===== src/rtl/btn_drv.sv =====
// btn_drv: synchronises and debounces a raw push-button, and emits press/release/long-press pulses.
// Latency: 2 cycles of synchroniser, then DebSamples sample ticks, then 1 registered cycle to the pulse.
// Backpressure: none; every output is registered and the tick inputs are single-cycle strobes.
// Optional macro BTN_AUTOREPEAT_EN: repeat press_o on every sec_tick_i once a long press has fired.
module btn_drv #(
  parameter int DebSamples = 4,
  parameter int LongSec    = 2,
  parameter int CntW       = 4
) (
  input  logic       clk_i,
  input  logic       rst_i,
  input  logic       btn_i,
  input  logic       sample_tick_i,
  input  logic       sec_tick_i,
  output logic       level_o,
  output logic       press_o,
  output logic       release_o,
  output logic       long_o,
  output logic [1:0] state_o
);

  typedef enum logic [1:0] {
    IDLE      = 2'b00,
    DEB_PRESS = 2'b01,
    PRESSED   = 2'b10,
    DEB_REL   = 2'b11
  } state_e;

  localparam logic [CntW-1:0] DEB_MAX  = CntW'(DebSamples);
  localparam logic [CntW-1:0] LONG_MAX = CntW'(LongSec);

  logic            sync1_q, sync2_q;
  logic            s;
  state_e          state_q, state_d;
  logic [CntW-1:0] deb_cnt_q, deb_cnt_d;
  logic [CntW-1:0] sec_cnt_q, sec_cnt_d;
  logic [CntW-1:0] deb_inc, sec_inc;
  logic            long_done_q, long_done_d;
  logic            level_q, level_d;
  logic            press_q, press_d;
  logic            release_q, release_d;
  logic            long_q, long_d;

  // Two-flop synchroniser: btn_i is asynchronous to clk_i.
  always_ff @(posedge clk_i or negedge rst_i) begin
    if (!rst_i) begin
      sync1_q <= 1'b0;
      sync2_q <= 1'b0;
    end else begin
      sync1_q <= btn_i;
      sync2_q <= sync1_q;
    end
  end

  assign s       = sync2_q;
  assign deb_inc = deb_cnt_q + CntW'(1);
  assign sec_inc = sec_cnt_q + CntW'(1);

  // Next-state logic: debounce both edges, time the hold in seconds; pulses default low.
  always_comb begin
    state_d     = state_q;
    deb_cnt_d   = deb_cnt_q;
    sec_cnt_d   = sec_cnt_q;
    long_done_d = long_done_q;
    level_d     = level_q;
    press_d     = 1'b0;
    release_d   = 1'b0;
    long_d      = 1'b0;
    case (state_q)
      IDLE: begin
        if (s) begin
          state_d   = DEB_PRESS;
          deb_cnt_d = '0;
        end
      end
      DEB_PRESS: begin
        // A bounce back to 0 wins over a tick in the same cycle.
        if (!s) begin
          state_d   = IDLE;
          deb_cnt_d = '0;
        end else if (sample_tick_i) begin
          if (deb_inc == DEB_MAX) begin
            state_d     = PRESSED;
            deb_cnt_d   = '0;
            level_d     = 1'b1;
            press_d     = 1'b1;
            sec_cnt_d   = '0;
            long_done_d = 1'b0;
          end else begin
            deb_cnt_d = deb_inc;
          end
        end
      end
      PRESSED: begin
        // The button is still debounced-held in this cycle, so a second tick counts even if s just fell.
        if (sec_tick_i) begin
          if (!long_done_q) begin
            sec_cnt_d = sec_inc;
            if (sec_inc == LONG_MAX) begin
              long_d      = 1'b1;
              long_done_d = 1'b1;
            end
          end
`ifdef BTN_AUTOREPEAT_EN
          else begin
            press_d = 1'b1;
          end
`endif
        end
        if (!s) begin
          state_d   = DEB_REL;
          deb_cnt_d = '0;
        end
      end
      DEB_REL: begin
        // Returning to PRESSED keeps sec_cnt/long_done so release bounce never restarts the long timer.
        if (s) begin
          state_d   = PRESSED;
          deb_cnt_d = '0;
        end else if (sample_tick_i) begin
          if (deb_inc == DEB_MAX) begin
            state_d   = IDLE;
            deb_cnt_d = '0;
            level_d   = 1'b0;
            release_d = 1'b1;
          end else begin
            deb_cnt_d = deb_inc;
          end
        end
      end
      default: begin
        state_d   = IDLE;
        deb_cnt_d = '0;
      end
    endcase
  end

  // FSM state, counters and registered outputs.
  always_ff @(posedge clk_i or negedge rst_i) begin
    if (!rst_i) begin
      state_q     <= IDLE;
      deb_cnt_q   <= '0;
      sec_cnt_q   <= '0;
      long_done_q <= 1'b0;
      level_q     <= 1'b0;
      press_q     <= 1'b0;
      release_q   <= 1'b0;
      long_q      <= 1'b0;
    end else begin
      state_q     <= state_d;
      deb_cnt_q   <= deb_cnt_d;
      sec_cnt_q   <= sec_cnt_d;
      long_done_q <= long_done_d;
      level_q     <= level_d;
      press_q     <= press_d;
      release_q   <= release_d;
      long_q      <= long_d;
    end
  end

  assign level_o   = level_q;
  assign press_o   = press_q;
  assign release_o = release_q;
  assign long_o    = long_q;
  assign state_o   = state_q;

endmodule


===== config.mk =====
export PLATFORM = sky130hd
export DESIGN_NAME = btn_drv
export DESIGN_NICKNAME = d
export VERILOG_FILES = /design/src/rtl/btn_drv.sv
export SDC_FILE = /design/constraint.sdc
export NUM_CORES = 1
export LEC_CHECK = 0
export CORE_MARGIN = 2
export CORE_UTILIZATION = 55
export CTS_BUF_LIST = sky130_fd_sc_hd__clkbuf_2 sky130_fd_sc_hd__clkbuf_4 sky130_fd_sc_hd__clkbuf_8
export DETAILED_ROUTE_END_ITERATION = 8
export GPL_TIMING_DRIVEN = 0
export PLACE_DENSITY = 0.78
export SLEW_MARGIN = 30
export SYNTH_ARGS = -nofsm -noshare
export SYNTH_HDL_FRONTEND = slang
export SYNTH_SLANG_ARGS = --single-unit
export TNS_END_PERCENT = 20

===== constraint.sdc =====
create_clock -name clk_i -period 1.74 [get_ports clk_i]
set_clock_uncertainty 0.05 [all_clocks]
set_input_delay 0.435 -clock clk_i [delete_from_list [all_inputs] [get_ports clk_i]]
set_output_delay 0.435 -clock clk_i [all_outputs]
set_load 0.05 [all_outputs]

==> reports/results.tsv, run 1 <==
stage	metric	value	unit
placement	gpl congestion	0.792	
yosys	sequential-to-total area share from yosys stat	53.5	%
yosys	Post-Syn Nets	81	
clocking	Post-CTS Hold Buffers	0	
global_route	first-pass GRT wire length	2.59	mm
finish	fillcell total	100	
clocking	Root Buffer	clkbuf_4	
die	Die X	42.0	um
placement	input/output buffers	10	
global_route	largest net degree at the start of global routing	18	
timing	final hold slack	0.317	ns
yosys	Synth Instances	73	
min_path	HP Start	sync1_q	
timing	maximum clock rate	597	MHz
pwr	switch share	26.8	%
pwr	net switching power	0.000210	W
timing	final setup vio count	0	
critical_path	Arr. time, crit path	1.19	ns
die	die area	1760	um2
clocking	Reg clk slew, reported paths	0.09	ns
job	Max Cap Viol	0	
pwr	clock share of power	27.9	%
timing	worst relative slew slack	50.0	%
critical_path	WS Path Type	reg -> out	
die	Top Ports	11	
finish	fin nets	99	
global_route	vias in the first global route	628	
timing	Tcrit/Tclk final	96.2	%
critical_path	Worst Path Required	1.25	ns
critical_path	Crit. End Element	output port	
detailed_routing	post-detailed-route count of antenna-violating nets	0	
timing	Slew Limit Fails	0	
critical_path	Critical R2R Launch	deb_cnt_q[0]	
pwr	Flop pwr share	55.7	%
die	Core ar.	1320	um2
critical_path	CP peak stage delay	0.53	ns
global_route	initial antenna violation count	0	
finish	Register Area	425	um2
critical_path	Buf/Inv on CP	1	
timing	Slew @ Worst Pin	0.747	ns
detailed_routing	initial detailed-routing violation count	5	
finish	Layout area overhead	20.6	%
detailed_routing	1st-pass router iterations	2	
pwr	Cell Pwr Density	817	nW/um2
finish	share of cells above drive strength 1	13.3	%
clocking	CTS max path bufs	2	
die	Row Count	13	
yosys	post-synth cell types	30	
finish	Multi-input gate area	352	um2
status	status	finished, final reports clean	
timing	Final Hold Viols	0	
critical_path	crit-path max FO	3	
finish	Layout Cells excl Fill	105	
yosys	Synth Area per Inst	10.9	um2
detailed_routing	Vias per Instance	5.79	
global_route	GR Util All Layers	19.0	%
placement	Detailed Place HPWL	1.00	mm
global_route	Overflow after GRT	0	
critical_path	CP Launch Type	register	
detailed_routing	Routed WL per cell	13.7	um
yosys	mapped cell area	795	um2
critical_path	CP Cell Sequence	dlygate4sd2_1	
detailed_routing	total number of vias	608	
pwr	Int Pwr	0.000573	W
clocking	Worst-Skew Late Latency	0.28	ns
detailed_routing	drt drc	0	
pwr	Max IR drop VDD	655	uV
detailed_routing	Final Routed Wirelength	1.44	mm
pwr	total leakage power	0.466	nW
critical_path	CP max stage cell	dlygate4sd2_1	
die	die height	42.0	um
clocking	CTS Buf Count	3	
critical_path	Worst setup startpoint	level_o	
clocking	# H-tree levels	1	
pwr	combinational share of power	16.4	%
placement	placed cells	98	
finish	final antenna diode count	0	
min_path	Hold Crit Class	reg -> reg	
yosys	yosys warns	0	
yosys	synthesized flop and latch total	17	
clocking	CTS tree	yes	
critical_path	crit-path leading delay family	buffers and inverters	
die	initial core utilization	60.3	%
timing	crit path time final	1.67	ns
clocking	CTS Sinks	17	
## layout make-up
class | instances | area share, %
buffer | 2 | 1.04
clock buffer | 4 | 3.13
inverter | 2 | 0.783
multi-input combinational | 52 | 36.7
sequential | 17 | 44.4
tap | 15 | 1.96
timing repair buffer | 13 | 12.0
## per-layer routing
layer,vias to the layer above,GRT usage [%],wire [um]
li1,300,-,-
met2,11,33.1,681
met5,-,0,0
met4,0,5.81,6
met1,295,24.5,701
met3,2,2.59,51
## placed cells by master (no fill, tap or decap), types with 3 or more instances in the layout
| master | netlist | routed |
|---|---|---|
| dfrtp_1 | 17 | 17 |
| nand2_1 | 7 | 7 |
| o21ai_1 | 7 | 7 |
| dlygate4sd2_1 | 0 | 6 |
| nand3_1 | 5 | 5 |
| o21ai_0 | 4 | 4 |
| clkbuf_4 | 0 | 4 |
| clkdlybuf4s50_1 | 0 | 4 |
| ha_1 | 3 | 3 |
| buf_4 | 0 | 3 |
## metrics by stage
step	setup TNS, ns	utilization, %	setup WS [ns]	area (um2)	total power (W)
finish	0	72.7	0.0655	958	0.000783
global route	-0.0123	72.7	-0.00547	958	0.000828
CTS	0	71.0	0.0508	936	0.000792
detailed placement	-1.36	69.3	-0.253	913	0.000575
global placement	-1.09	69.3	-0.219	913	0.000569
floorplan	0	-	0.112	795	0.000530
## Yosys cell counts
library cell / n / share of area [%]
nand3_1: 5 / 3.1
dfrtp_1: 17 / 54
a31oi_1: 1 / 0.79
nor3_1: 1 / 0.63
and4_1: 1 / 1.1
inv_1: 2 / 0.95
nand4b_1: 1 / 1.1
nor2_1: 2 / 0.95
nand2b_4: 1 / 1.7
a41oi_1: 1 / 1.1
o2bb2ai_1: 1 / 1.1
and2_1: 1 / 0.79
ha_1: 3 / 4.7
xor2_1: 1 / 1.1
o21ai_1: 7 / 4.4
o21ai_0: 4 / 2.5
nor3b_1: 2 / 1.9
xnor2_2: 1 / 2.0
a21o_1: 2 / 1.9
nand2b_1: 2 / 1.6
nor2b_1: 1 / 0.79
nand2_1: 7 / 3.3
nand4_1: 1 / 0.79
nor4bb_1: 1 / 1.3
nand3b_1: 1 / 0.95
a32o_1: 1 / 1.3
buf_2: 2 / 1.3
nor4b_1: 1 / 1.1
and4bb_2: 1 / 1.6
a21oi_1: 1 / 0.63
## power by group through the flow
stage / clock network (W) / registers (W) / logic (W)
2_1_floorplan: 0 / 0.000455 / 0.0000743
3_3_place_gp: 0 / 0.000443 / 0.000125
3_5_place_dp: 0 / 0.000445 / 0.000130
4_1_cts: 0.000227 / 0.000437 / 0.000128
5_1_grt: 0.000242 / 0.000441 / 0.000145
6_report: 0.000219 / 0.000436 / 0.000128
## repair_timing
item,CTS,global route
setup buffers,0,3
setup endpoints to repair,6,4
pin swaps,0,2
gates resized for setup,6,0
## sequential cells by signal, summed over array words and instances (netlist names), named ones only
signal       count
s                1
level_o          1
long_o           1
state_o          1
long_done_q      1
press_o          1
sync1_q          1
sec_cnt_q        4
release_o        1
deb_cnt_q        4
## final timing paths
| check | cells past startpoint | slack (ns) | endpoint |
|---|---|---|---|
| worst max-delay path | 1 | 0.07 | level_o |
| worst min-delay path | 0 | 0.32 | s |
| worst max register to register | 5 | 0.23 | sec_cnt_q[0] |
| worst min register to register | 0 | 0.32 | s |
| max in group asynchronous | 1 | 0.63 | sec_cnt_q[2] |
| min in group asynchronous | 1 | 0.54 | deb_cnt_q[3] |
## cells by family after synthesis
family / count (synthesis) / synth area share, %
compound gates: 18 / 13.7
xor+xnor: 2 / 3.15
fa+ha+maj: 3 / 4.72
buf+inv: 4 / 2.21
flops: 17 / 53.5
simple gates: 29 / 22.7
(Power assumes the default switching activity.)
==> run 2, diff against run 1 <==
- CAP_MARGIN: not set -> 5
- SETUP_SLACK_MARGIN: not set -> 0.2
==> run 2 against run 1 <==
Net effect:
- register-to-register slack got worse by 0.03 ns
- final cell count did not move
- hold slack got worse by 0.011 ns
- critical path depth did not move
- setup slack improved by 0.073 ns
- sequential power barely moved
- via count did not move
- routed wire length rose by 5.6%
- maximum frequency rose by 4.5%
- largest cell class unchanged
==> reports/results.tsv, run 2 (synthesis gave the netlist of run 1 again) <==
stage	metric	value	unit	change
die	die area	1760	um2	unchanged
clocking	CTS Sinks	17		unchanged
timing	RSZ-0062 raised after global routing	yes		
timing	crit path time final	1.60	ns	-0.0729 ns
critical_path	Arr. time, crit path	1.12	ns	-0.07 ns
detailed_routing	post-detailed-route count of antenna-violating nets	0		unchanged
finish	fillcell total	94		-6.0%
die	Top Ports	11		unchanged
critical_path	CP max stage cell	clkdlybuf4s15_1		
critical_path	crit-path leading delay family	buffers and inverters		
timing	Tcrit/Tclk final	92.0	%	-4.2 points
placement	pre-CTS WS	-0.262	ns	-0.00849 ns
timing	final setup vio count	0		unchanged
detailed_routing	Routed WL per cell	14.5	um	+5.6%
global_route	Overflow after GRT	0		unchanged
critical_path	Worst Path Required	1.25	ns	about the same
finish	Core Util, Final	73.5	%	+0.76 points
die	Die X	42.0	um	unchanged
critical_path	WS Path Type	reg -> out		
pwr	total leakage power	0.461	nW	-1.1%
die	die height	42.0	um	unchanged
finish	Regs by FF count	deb_cnt_q x4, sec_cnt_q x4		
finish	share of cells above drive strength 1	20.0	%	+6.7 points
die	Row Count	13		unchanged
global_route	GR Util All Layers	19.9	%	+0.83 points
finish	fin nets	99		unchanged
critical_path	CP peak stage delay	0.49	ns	-0.04 ns
clocking	Root Buffer	clkbuf_4		
global_route	largest net degree at the start of global routing	18		unchanged
finish	commonest cells after routing, fill and taps aside	dfrtp_1 (16), nand2_1 (7), o21ai_1 (7), nand3_1 (5)		
detailed_routing	drt drc	0		unchanged
job	Max Cap Viol	0		unchanged
clocking	# H-tree levels	1		unchanged
clocking	Worst-Skew Late Latency	0.29	ns	about the same
pwr	Max IR drop VDD	556	uV	-15%
finish	commonest non-fill, non-tap cell in the layout	dfrtp_1		
timing	worst relative slew slack	51.1	%	+1.1 points
critical_path	CP Launch Type	register		
timing	Final Hold Viols	0		unchanged
finish	Layout area overhead	21.9	%	
die	Core ar.	1320	um2	unchanged
detailed_routing	1st-pass router iterations	4		+2
timing	TNS Setup	0	ns	unchanged
detailed_routing	Vias per Instance	5.79		unchanged
die	initial core utilization	60.3	%	unchanged
finish	Layout Cell Area excl Fill	968	um2	+1.0%
placement	DP Area	915	um2	+0.14%
timing	Final WS setup	0.138	ns	+0.0729 ns
placement	input/output buffers	10		unchanged
global_route	first-pass GRT wire length	2.60	mm	+0.27%
finish	final antenna diode count	0		unchanged
critical_path	Buf/Inv on CP	1		unchanged
global_route	vias in the first global route	586		-6.7%
timing	maximum clock rate	624	MHz	+4.5%
global_route	initial antenna violation count	0		unchanged
clocking	CTS Buf Count	3		unchanged
clocking	CTS tree	yes		
min_path	Hold Crit Class	reg -> reg		
critical_path	crit-path max FO	1		-2
critical_path	Crit. End Element	output port		
timing	Slew @ Worst Pin	0.731	ns	-0.0167 ns
placement	Detailed Place HPWL	998	um	-0.46%
detailed_routing	total number of vias	608		unchanged
detailed_routing	Final Routed Wirelength	1.52	mm	+5.6%
critical_path	CP Cell Sequence	clkdlybuf4s15_1		
clocking	CTS max path bufs	2		unchanged
pwr	Cell Pwr Density	820	nW/um2	+0.29%
clocking	Reg clk slew, reported paths	0.10	ns	about the same
timing	Slew Limit Fails	0		unchanged
status	status	finished, final reports clean		
clocking	Post-CTS Hold Buffers	0		unchanged
detailed_routing	initial detailed-routing violation count	16		+11
placement	gpl congestion	0.809		+2.2%
[run 2: stage by stage]
step                      hold slack, ns  instances  total power (W)
final                              0.306        105         0.000794
after global routing               0.312        105         0.000839
after CTS                          0.309        105         0.000797
after detailed placement           0.289         98         0.000572
after global placement             0.286         98         0.000569
after floorplan                   0.0894         73         0.000530
[run 2: cell type report]
cell class	count	area, um2	area share, %
Sequential cell	17	427	44.1
Multi-Input combinational cell	52	358	37.0
Timing Repair Buffer	13	118	12.1
Clock buffer	4	30.0	3.10
Tap cell	15	18.8	1.94
Buffer	2	10.0	1.03
Inverter	2	7.51	0.775
[run 2: final timing paths]
path,from,to,slack (ns),cells after the start
max in group asynchronous,rst_i,asynchronous set/reset pin,0.62,1
max,long_o,long_o,0.14,1
min,sync1_q,s,0.31,0
min reg2reg,sync1_q,s,0.31,0
min in group asynchronous,rst_i,level_o,0.52,1
max reg2reg,deb_cnt_q[0],level_o,0.20,6
[run 2: metal layers]
| layer | global-route usage, % | share of wire, % |
|---|---|---|
| met2 | 30.0 | 46 |
| met3 | 6.90 | 4.9 |
| met5 | 0 | 0 |
| met4 | 8.39 | 1.7 |
| met1 | 25.9 | 47 |
[run 2: report_power, final]
group	internal [W]	total, W	switching, W	leakage [nW]
logic	0.0000545	0.000129	0.0000750	0.221
registers	0.000415	0.000437	0.0000217	0.222
clock network	0.000105	0.000228	0.000123	0.0184
total	0.000574	0.000794	0.000220	0.461
[run 2: repair_timing]
item	in CTS	in global routing
buffers inserted	3	0
endpoints found under the setup margin	11	14
resized for setup	10	8
endpoints found under the hold margin	0	0
pin swaps	2	2
==> run 3, diff against run 2 <==
- CAP_MARGIN: 5 -> 0
- CELL_PAD_IN_SITES_DETAIL_PLACEMENT: not set -> 0
- CELL_PAD_IN_SITES_GLOBAL_PLACEMENT: not set -> 1
- CORE_UTILIZATION: 55 -> 43
- PLACE_DENSITY: 0.78 -> 0.77
==> run 3 against run 2 <==
Net effect:
- clock-buffer cell count is the same
- hold slack better by 0.0070 ns
- setup slack improved by 0.016 ns
- combinational power about the same
- routed wire length is 13% lower
- cell area rose by 1.0%
- global-route usage down 5.3 points
- sequential power hardly changed
- final cell count is 8.6% higher
- maximum frequency is 0.99% higher
- first-iteration DRC count fell by 25%
- via count decreased by 4.8%
==> reports/results.tsv, run 3 (synthesis gave the netlist of run 1 again) <==
stage	metric	value	unit	change
detailed_routing	total number of vias	579		-4.8%
detailed_routing	post-detailed-route count of antenna-violating nets	0		unchanged
global_route	Overflow after GRT	0		unchanged
timing	Final Hold Viols	0		unchanged
critical_path	Critical R2R Launch	deb_cnt_q[0]		
critical_path	Stages on worst setup path	1		unchanged
clocking	CTS max path bufs	2		unchanged
placement	placed cells	108		+10%
finish	fin nets	98		-1.0%
timing	Final WS setup	0.154	ns	+0.0156 ns
timing	final hold slack	0.313	ns	+0.00701 ns
die	Row Count	15		+2
timing	crit path time final	1.59	ns	-0.0156 ns
detailed_routing	1st-pass router iterations	4		unchanged
clocking	Root Buffer	clkbuf_4		
critical_path	CP Cell Sequence	clkdlybuf4s15_1		
critical_path	R2R depth	5		-1
die	die area	2210	um2	+25%
finish	Regs by FF count	deb_cnt_q x4, sec_cnt_q x4		
global_route	largest net degree at the start of global routing	18		unchanged
global_route	vias in the first global route	537		-8.4%
placement	gpl congestion	0.710		-12%
global_route	GR Util All Layers	14.5	%	-5.3 points
job	Max Cap Viol	0		unchanged
global_route	first-pass GRT wire length	2.26	mm	-13%
timing	RSZ-0062 raised after global routing	yes		
placement	pre-CTS WS	-0.250	ns	+0.0114 ns
detailed_routing	Vias per Instance	5.08		-12%
critical_path	Worst Path Required	1.25	ns	about the same
clocking	CTS Sinks	17		unchanged
finish	final antenna diode count	0		unchanged
die	initial core utilization	46.0	%	-14 points
critical_path	CP Launch Type	register		
global_route	initial antenna violation count	0		unchanged
timing	worst relative slew slack	51.2	%	+0.054 points
detailed_routing	drt drc	0		unchanged
pwr	Cell Pwr Density	796	nW/um2	-2.9%
critical_path	Worst setup startpoint	release_o		
clocking	CTS tree	yes		
timing	maximum clock rate	631	MHz	+0.99%
timing	Slew Limit Fails	0		unchanged
finish	commonest non-fill, non-tap cell in the layout	dfrtp_1		
timing	Tcrit/Tclk final	91.2	%	-0.90 points
critical_path	setup slack, reg-to-reg	0.27	ns	+0.07 ns
finish	Layout area overhead	23.1	%	
finish	share of cells above drive strength 1	18.0	%	-2.0 points
critical_path	Buf/Inv on CP	1		unchanged
clocking	# H-tree levels	1		unchanged
pwr	Max IR drop VDD	496	uV	-11%
timing	Slew @ Worst Pin	0.730	ns	-0.000799 ns
finish	Layout Cells excl Fill	114		+8.6%
placement	Detailed Place HPWL	942	um	-5.6%
clocking	Worst-Skew Late Latency	0.28	ns	about the same
critical_path	CP peak stage delay	0.49	ns	about the same
detailed_routing	Routed WL per cell	11.6	um	-20%
die	Core ar.	1730	um2	+31%
critical_path	CP max stage cell	clkdlybuf4s15_1		
placement	input/output buffers	10		unchanged
clocking	Reg clk slew, reported paths	0.09	ns	about the same
die	die height	47.0	um	+12%
clocking	CTS Buf Count	3		unchanged
min_path	Hold Crit Class	reg -> reg		
pwr	total leakage power	0.456	nW	-1.2%
critical_path	Critical Path Sink	release_o		
die	Top Ports	11		unchanged
critical_path	WS Path Type	reg -> out		
finish	commonest cells after routing, fill and taps aside	dfrtp_1 (16), nand2_1 (7), o21ai_1 (7), nand3_1 (5)		
critical_path	Arr. time, crit path	1.10	ns	-0.02 ns
critical_path	Crit. End Element	output port		
critical_path	crit-path leading delay family	buffers and inverters		
die	Die X	47.0	um	+12%
timing	final setup vio count	0		unchanged
detailed_routing	Final Routed Wirelength	1.33	mm	-13%
status	status	finished, final reports clean		
critical_path	crit-path max FO	1		unchanged
clocking	Post-CTS Hold Buffers	0		unchanged
critical_path	r2r endpoint	sec_cnt_q[3]		
detailed_routing	initial detailed-routing violation count	12		-4
-- run 3: area by class of cell --
type	count	area (um2)
plain buffers	2	10.0
clock buffers	4	30.0
fillers	166	748
inverters	2	7.51
multi-input cells	52	358
flip-flops and latches	17	427
well taps	25	31.3
repair buffers	12	115
-- run 3: per-layer routing --
metal	vias up	GRT usage, %	part of all wire [%]
li1	299	-	-
met1	268	19.6	48
met2	10	23.8	47
met3	2	2.31	4.3
met4	0	5.00	0.98
met5	-	0	0
-- run 3: what timing repair did --
action,CTS,global route
buffers inserted,1,1
pin swaps,2,4
endpoints found under the hold margin,0,0
resized for setup,10,7
setup endpoints to repair,11,16
gates cloned,0,0
-- run 3: power by group --
part / internal, W / switching [W] / total, W
clock: 0.000104 / 0.000111 / 0.000215
combinational: 0.0000559 / 0.0000720 / 0.000128
sequential: 0.000415 / 0.0000208 / 0.000436
total: 0.000575 / 0.000204 / 0.000779
-- run 3: how the worst min path moves through the flow --
stage               slack (ns)     from  cells past startpoint                    endpoint
finish                    0.31  sync1_q                      0                           s
global route              0.33  sync1_q                      0                           s
CTS                       0.32  sync1_q                      0                           s
detailed placement        0.30  sync1_q                      0                           s
global placement          0.28  sync1_q                      0                           s
floorplan                 0.09    rst_i                      0  asynchronous set/reset pin
-- run 3: stage by stage --
| step | utilization [%] | total power (W) | TNS [ns] | cell area, um2 |
|---|---|---|---|---|
| after global routing | 56.7 | 0.000836 | 0 | 978 |
| final | 56.7 | 0.000779 | 0 | 978 |
| after floorplan | - | 0.000530 | 0 | 796 |
| after global placement | 53.7 | 0.000570 | -1.34 | 927 |
| after detailed placement | 53.7 | 0.000573 | -1.39 | 927 |
| after CTS | 55.7 | 0.000791 | 0 | 962 |
